**config.mk**
```make
export PLATFORM = sky130hd
export DESIGN_NAME = wd_reset_ctrl
export DESIGN_NICKNAME = d
export VERILOG_FILES = /design/src/rtl/wd_reset_ctrl.sv
export SDC_FILE = /design/constraint.sdc
export NUM_CORES = 1
export LEC_CHECK = 0
export BUFFER_PORTS_ARGS = -buffer_cell sky130_fd_sc_hd__buf_4
export CAP_MARGIN = 20
export CORE_ASPECT_RATIO = 0.7
export CORE_MARGIN = 4
export CORE_UTILIZATION = 25
export CTS_CLUSTER_DIAMETER = 200
export DETAILED_ROUTE_END_ITERATION = 10
export GPL_TIMING_DRIVEN = 0
export PLACE_DENSITY = 0.53
export SETUP_SLACK_MARGIN = 0.1
export SYNTH_ARGS = -nofsm -noshare
export SYNTH_HDL_FRONTEND = slang
export SYNTH_SLANG_ARGS = --single-unit
```
**constraint.sdc**
```tcl
create_clock -name CLK -period 6.6 [get_ports CLK]
set_clock_uncertainty 0.2 [all_clocks]
set_input_delay 0.33 -clock CLK [delete_from_list [all_inputs] [get_ports CLK]]
set_output_delay 0.33 -clock CLK [all_outputs]
set_load 0.005 [all_outputs]
```
**src/rtl/wd_reset_ctrl.sv**
```systemverilog
// Reset stretcher for a watchdog: turns reset/fail edges into a fixed-width SYSRST_N pulse
// with a post-release blanking window, tracks fail history and locks out after MAXFAIL fails.
`timescale 1ns/1ps
module wd_reset_ctrl #(
    parameter int unsigned STRETCH = 16,
    parameter int unsigned HOLDOFF = 4,
    parameter int unsigned MAXFAIL = 3
) (
    input  logic       CLK,
    input  logic       RST,
    input  logic       RSTIN,
    input  logic       WDFAIL,
    input  logic [1:0] FLSTAT,
    input  logic       CLRFAIL,
    output logic       SYSRST_N,
    output logic [3:0] FAILCNT,
    output logic [1:0] LASTFL,
    output logic       LOCKOUT,
    output logic       BUSY
);

    typedef enum logic [1:0] {IDLE, ASSERT, HOLD, LOCK} state_t;

    localparam logic [7:0] STR_LAST  = 8'(STRETCH - 1);
    localparam logic [7:0] HOLD_LAST = 8'(HOLDOFF - 1);
    localparam logic [3:0] MAXF      = 4'(MAXFAIL);

    state_t     state;
    logic [7:0] cnt;
    logic       pending;
    logic       rstin_q;
    logic       wdfail_q;

    logic       rst_edge;
    logic       wf_edge;
    logic       any_edge;
    logic [3:0] fc_base;
    logic [3:0] fc_next;
    logic       hit_max;

    // Clear is applied before the increment so CLRFAIL with a fail edge yields a count of 1.
    always_comb begin
        rst_edge = RSTIN & ~rstin_q;
        wf_edge  = WDFAIL & ~wdfail_q;
        any_edge = rst_edge | wf_edge;
        fc_base  = CLRFAIL ? '0 : FAILCNT;
        fc_next  = fc_base;
        if (wf_edge && (fc_base != 4'hF))
            fc_next = fc_base + 4'd1;
        hit_max  = wf_edge && (fc_next == MAXF);
    end

    always_ff @(posedge CLK or negedge RST) begin
        if (!RST) begin
            state    <= ASSERT;
            cnt      <= '0;
            pending  <= 1'b0;
            rstin_q  <= 1'b0;
            wdfail_q <= 1'b0;
            SYSRST_N <= 1'b0;
            FAILCNT  <= '0;
            LASTFL   <= '0;
            LOCKOUT  <= 1'b0;
            BUSY     <= 1'b1;
        end else begin
            rstin_q  <= RSTIN;
            wdfail_q <= WDFAIL;
            if (state != LOCK) begin
                FAILCNT <= fc_next;
                if (wf_edge)
                    LASTFL <= FLSTAT;
                if (hit_max) begin
                    state    <= LOCK;
                    cnt      <= '0;
                    pending  <= 1'b0;
                    SYSRST_N <= 1'b0;
                    LOCKOUT  <= 1'b1;
                    BUSY     <= 1'b1;
                end else begin
                    case (state)
                        IDLE: begin
                            if (any_edge) begin
                                state    <= ASSERT;
                                cnt      <= '0;
                                SYSRST_N <= 1'b0;
                                BUSY     <= 1'b1;
                            end
                        end
                        ASSERT: begin
                            if (cnt == STR_LAST) begin
                                state    <= HOLD;
                                cnt      <= '0;
                                SYSRST_N <= 1'b1;
                            end else begin
                                cnt <= cnt + 8'd1;
                            end
                        end
                        HOLD: begin
                            if (cnt == HOLD_LAST) begin
                                cnt     <= '0;
                                pending <= 1'b0;
                                // An edge on the final blanking cycle counts as pending too.
                                if (pending || any_edge) begin
                                    state    <= ASSERT;
                                    SYSRST_N <= 1'b0;
                                end else begin
                                    state <= IDLE;
                                    BUSY  <= 1'b0;
                                end
                            end else begin
                                cnt <= cnt + 8'd1;
                                if (any_edge)
                                    pending <= 1'b1;
                            end
                        end
                        LOCK: ;
                        default: ;
                    endcase
                end
            end
        end
    end

endmodule

```
**Word-level counts from Yosys, hierarchy flattened**

Cells that the tools add are included.

- Add/subtract/negate cells: 2
- Multiply operators: 0
- Div/mod/pow operators: 0
- $lt $le $gt $ge: 0
- Eq/ne operators: 12
- Shift-type cells: 0
- Muxes and demuxes: 27
- Bitwise operators: 5
- Reductions and logical operators: 15

Operators with widths:

| kind | number |
|---|---|
| two-way mux 8 bit | 4 |
| one-hot mux 8 bit (3 select lines) | 1 |
| != test 3 bit, second input constant | 5 |
| two-way mux 1 bit | 13 |
| AND reduction 5 bit | 2 |
| adder 8 x 1 -> 8 bit, second input constant | 1 |
| equality test 8 x 2 -> 1 bit, second input constant | 1 |
| equality test 8 x 4 -> 1 bit, second input constant | 1 |
| two-way mux 2 bit | 4 |
| two-way mux 4 bit | 2 |
| one-hot mux 2 bit (3 select lines) | 1 |
| AND reduction 3 bit | 2 |
| AND reduction 6 bit | 1 |
| nonzero test 3 bit | 2 |
| adder 4 x 1 -> 4 bit, second input constant | 1 |
| equality test 4 x 2 -> 1 bit, second input constant | 1 |
| != test 4 bit, second input constant | 1 |
| AND reduction 2 bit | 2 |
| nonzero test 4 bit | 1 |
| one-hot mux 1 bit (3 select lines) | 1 |
| AND 1 bit | 2 |
| equality test 2 x 1 -> 1 bit, second input constant | 1 |
| equality test 2 bit, second input constant | 1 |
| logical AND 1 bit | 2 |
| other kinds (7) | 8 |

- Register bits: 22
- Latch bits: 0
- RAM bits: 0
- Memory bits (read-only): 0
- Input port bits: 7
- Output and inout port bits: 9
- Word-level logic and storage cells: 71
- Memories kept: 0

**Depth between registers and ports, before layout**

- Depth after elaboration: 8
- Gate-level depth with buffers: 9
- Mapped depth without buffers: 8

**Least setup slack after synthesis**

No wires, ideal clock.

- Path kind: register to register
- Start: register FAILCNT[0]
- End: register cnt[0]
- Setup time: 65 ps
- Arrival: 2090 ps
- Data required time: 6335 ps
- Slack: 4245 ps
- Cell stages (with the launch flop): 9
- Path buffers: 0
- Period minus slack after synthesis: 2355 ps
- Path through: dfrtp_1 > inv_1 > nor2_1 > ha_1 > nor2b_1 > o211a_4 > a2111oi_4 > nor3b_4 > mux2_2

- Longest elaborated chain between the ends: 8
- Elaborated cells on any way between the ends: 11
- Those cells by class: add/sub (1); eq/ne (3); mux (3); reduce/logical (4)

RTL lines:

| element | RTL line | RTL |
|---|---|---|
| start: declaration | 16 | `output logic [3:0] FAILCNT,` |
| start signal: assignment | 69 | `FAILCNT <= fc_next;` |
| two-way mux 4 bit * | 46 | `fc_base = CLRFAIL ? '0 : FAILCNT;` |
| branches (longest 2 deep; another with adder 4 x 1 -> 4 bit) | - |  |
| two-way mux 4 bit * | 48 | `if (wf_edge && (fc_base != 4'hF))` |
| equality test 4 x 2 -> 1 bit * | 50 | `hit_max = wf_edge && (fc_next == MAXF);` |
| logical AND 1 bit * | 50 |  |
| != test 3 bit (no source line) / nonzero test 4 bit (equally long branches) | - |  |
| AND reduction 3 bit (no source line) | - |  |
| end signal: assignment | 95 | `cnt <= cnt + 8'd1;` |
| end signal: assignment | 111 | `cnt <= cnt + 8'd1;` |
| end: declaration | 29 | `logic [7:0] cnt;` |

Mark *: on every way between the ends.
A chain may end at the register's enable or synchronous reset.

**Final worst setup path**

Ends and elaborated chain as after synthesis.

==> results by group <==
Final layout
  – Layout Nets: 180
  – Most frequent cells in the layout: dfrtp_1, nor2_1, buf_4
  – FF/Latch Area: 553 um2
  – Filler cells: 568
  – Diode count: 0
  – Area grow syn2layout: 19.5%
  – Multi-input logic area: 816 um2
  – Layout cells sized above 1: 22.4%
  – Post-layout util: 31.4%
  – Most common cell after layout, fill and taps aside: dfrtp_1

Global route
  – M1 GR Usage: 15.9%
  – Maximum number of pins on one net before global-route repair: 23
  – First-pass GRT wire length: 5660 um
  – Gr usage total: 9.99%
  – GR Util met3: 2.07%
  – Met2 Usage GRT: 13.2%
  – Global route overflow: 0
  – Initial antenna violation count: 0
  – Busiest layer in global routing: met1
  – Vias in the first global route: 1067

Logic synthesis
  – Async SR Flop Fraction: 100%
  – Post-synth cell types: 45
  – Syn Inst Count: 144
  – Top FF cell, synth: dfrtp_1
  – Synth Cell Area: 1400 um2
  – Syn Nets: 157
  – Post-synth top area share: 35.7%
  – Number of synthesized flops with an enable pin: 0
  – Synth Warn #: 0
  – Ranking of synthesized cells by area: dfrtp_1, ha_1, a22o_1
  – Avg Cell Area, Syn: 9.75 um2
  – Post-synthesis register bit count: 22
  – Register area share after synthesis: 39.4%
  – Post-synth top area cell: dfrtp_1

Timing
  – Tmin final: 2.74 ns
  – FMAX: 0.364 GHz
  – Rel. slew slack: 66.4%
  – Final setup TNS: 0 ns
  – RSZ-0062 raised after global routing: no
  – Tcrit/Tclk final: 41.6%
  – Worst-Margin Slew: 0.499 ns
  – Slew Viols, Final: 0
  – Final setup vio count: 0
  – Final hold vios: 0

Routing
  – Via/cell ratio: 4.80
  – Post-route DRC: 0
  – Initial DRT Pass Iterations: 4
  – Iteration-0 DRC count of the detailed router: 57
  – Routed Antenna Nets: 0
  – Vias: 1138
  – WL final: 3280 um
  – Drt wl/cell: 13.8 um

Clock network
  – Clk Latency, worst-skew pair: 0.26 ns
  – Clock root buffer: clkbuf_8
  – Deepest clock path buffer count: 2
  – Worst-path clk slew: 0.08 ns
  – CTS buffer count: 3
  – Post-CTS Setup Bufs: 0
  – Post_cts resized: 0
  – CTS tree: yes
  – Clk sinks: 22
  – H-tree depth: 1

Pwr
  – Internal: 0.330 mW
  – Combinational power share: 51.8%
  – Switching share of power: 39.9%
  – Switch Pwr: 0.220 mW
  – Cell Pwr Density: 328 nW/um2
  – Leak pwr: 0.756 nW
  – VDD IR max: 0.168 mV
  – Part of the power in registers: 33.1%
  – Clock share of power: 15.0%

Critical path
  – CP max stage delay: 0.45 ns
  – Worst path arrival time: 2.74 ns
  – R2R depth: 8
  – Critical Path End Type: register
  – CP Max Fanout: 7
  – Startpoint types: register
  – CP cell instances: inv_1 -> nor2_1 -> ha_1 -> nor2b_1 -> o211a_4 -> a2111oi_4 -> nor3b_4 -> mux2_2
  – WP data required: 6.60 ns
  – Flop2flop setup slack: 3.86 ns
  – Slowest stage cell, crit path: a2111oi_4
  – WS Path Type: register to register

Hold path
  – Worst hold stages: 2
  – Hold WC Path Type: input port to register

Placed design
  – Port Buf Inserts: 15
  – Final GP Congestion: 0.824
  – Hpwl dp: 2500 um

Die
  – Height of the die: 70.7 um
  – Site Rows: 22
  – Die area: 6900 um2
  – Die width: 97.6 um
  – Core Region: 5340 um2
  – Boundary Pins: 16
  – Initial Util: 26.3%

Run status
  – Status: finished clean

Flow run
  – Max-Cap Viols: 0
-- worst paths after layout --
path	startpoint	endpoint
setup reg to reg	FAILCNT[0]	cnt[0]
hold reg to reg	LOCKOUT	LOCKOUT
min in group asynchronous	RST	FAILCNT[2]
setup / recovery	FAILCNT[0]	cnt[0]
max in group asynchronous	RST	state[0]
hold / removal	FLSTAT[1]	LASTFL[1]
-- cell usage after synthesis, types with 4 or more instances --
master    n
nor2b_1   6
nand2_1  11
nand3_1   4
a21oi_1   4
mux2_2    4
dfrtp_1  20
o21ai_0   8
ha_1      6
a22o_1    7
inv_1     6
nor2_1   15
-- power groups by stage --
stage	combinational [mW]	sequential, mW	clock, mW
finish	0.285	0.182	0.0827
global route	0.316	0.187	0.0931
CTS	0.285	0.182	0.0883
detailed placement	0.282	0.185	0
global placement	0.284	0.184	0
floorplan	0.207	0.181	0
-- metrics by stage --
step | setup slack (ns) | area [um2] | hold slack, ns | power (mW) | instances
2_1_floorplan | 4.24 | 1400 | -0.166 | 0.388 | 144
4_1_cts | 3.84 | 1680 | 0.0944 | 0.556 | 237
5_1_grt | 3.68 | 1680 | 0.101 | 0.596 | 237
3_3_place_gp | 3.89 | 1610 | 0.0450 | 0.468 | 231
6_report | 3.86 | 1680 | 0.105 | 0.550 | 237
3_5_place_dp | 3.89 | 1610 | 0.0445 | 0.466 | 231
-- final cells by class --
type | count | area share, %
Tap cell | 72 | 5.37
Timing Repair Buffer | 18 | 8.50
Buffer | 3 | 0.746
Inverter | 6 | 1.34
Multi-Input combinational cell | 113 | 48.6
Clock buffer | 3 | 2.46
Sequential cell | 22 | 33.0
-- cell families after synthesis --
group                    Yosys count  share of synthesized area, %
AO/OA/AOI/OAI                     43                          25.0
XOR/XNOR                           1                          1.16
adder cells (fa/ha/maj)            6                          5.35
buffers and inverters              9                          2.50
flip-flops                        22                          39.4
multiplexers                       5                          3.92
AND/OR/NAND/NOR                   58                          22.7
-- repair_timing --
| action | 4_1_cts | 5_1_grt |
|---|---|---|
| endpoints found under the setup margin | 0 | 0 |
| endpoints found under the hold margin | 22 | 0 |
| hold buffers | 3 | 0 |
-- flip-flops by register name (all words and copies together), names as in the netlist --
signal	flops
LASTFL	2
LOCKOUT	1
state	2
wdfail_q	1
rstin_q	1
BUSY	1
cnt	8
FAILCNT	4
SYSRST_N	1
pending	1
-- worst max-delay path, delay by kind of cell (launching register included) --
family | cells | cell delay, ns
AO/OA/AOI/OAI | 2 | 0.72
adder cells (fa/ha/maj) | 1 | 0.36
buffers and inverters | 1 | 0.08
flip-flops | 1 | 0.44
multiplexers | 1 | 0.22
AND/OR/NAND/NOR | 3 | 0.66
-- metal layers --
| metal | up-vias | wire length, um |
|---|---|---|
| met4 | 0 | 34 |
| met2 | 21 | 1280 |
| li1 | 578 | - |
| met3 | 2 | 123 |
| met1 | 537 | 1850 |
| met5 | - | 0 |
No activity file was read; power rests on OpenSTA's default activity.
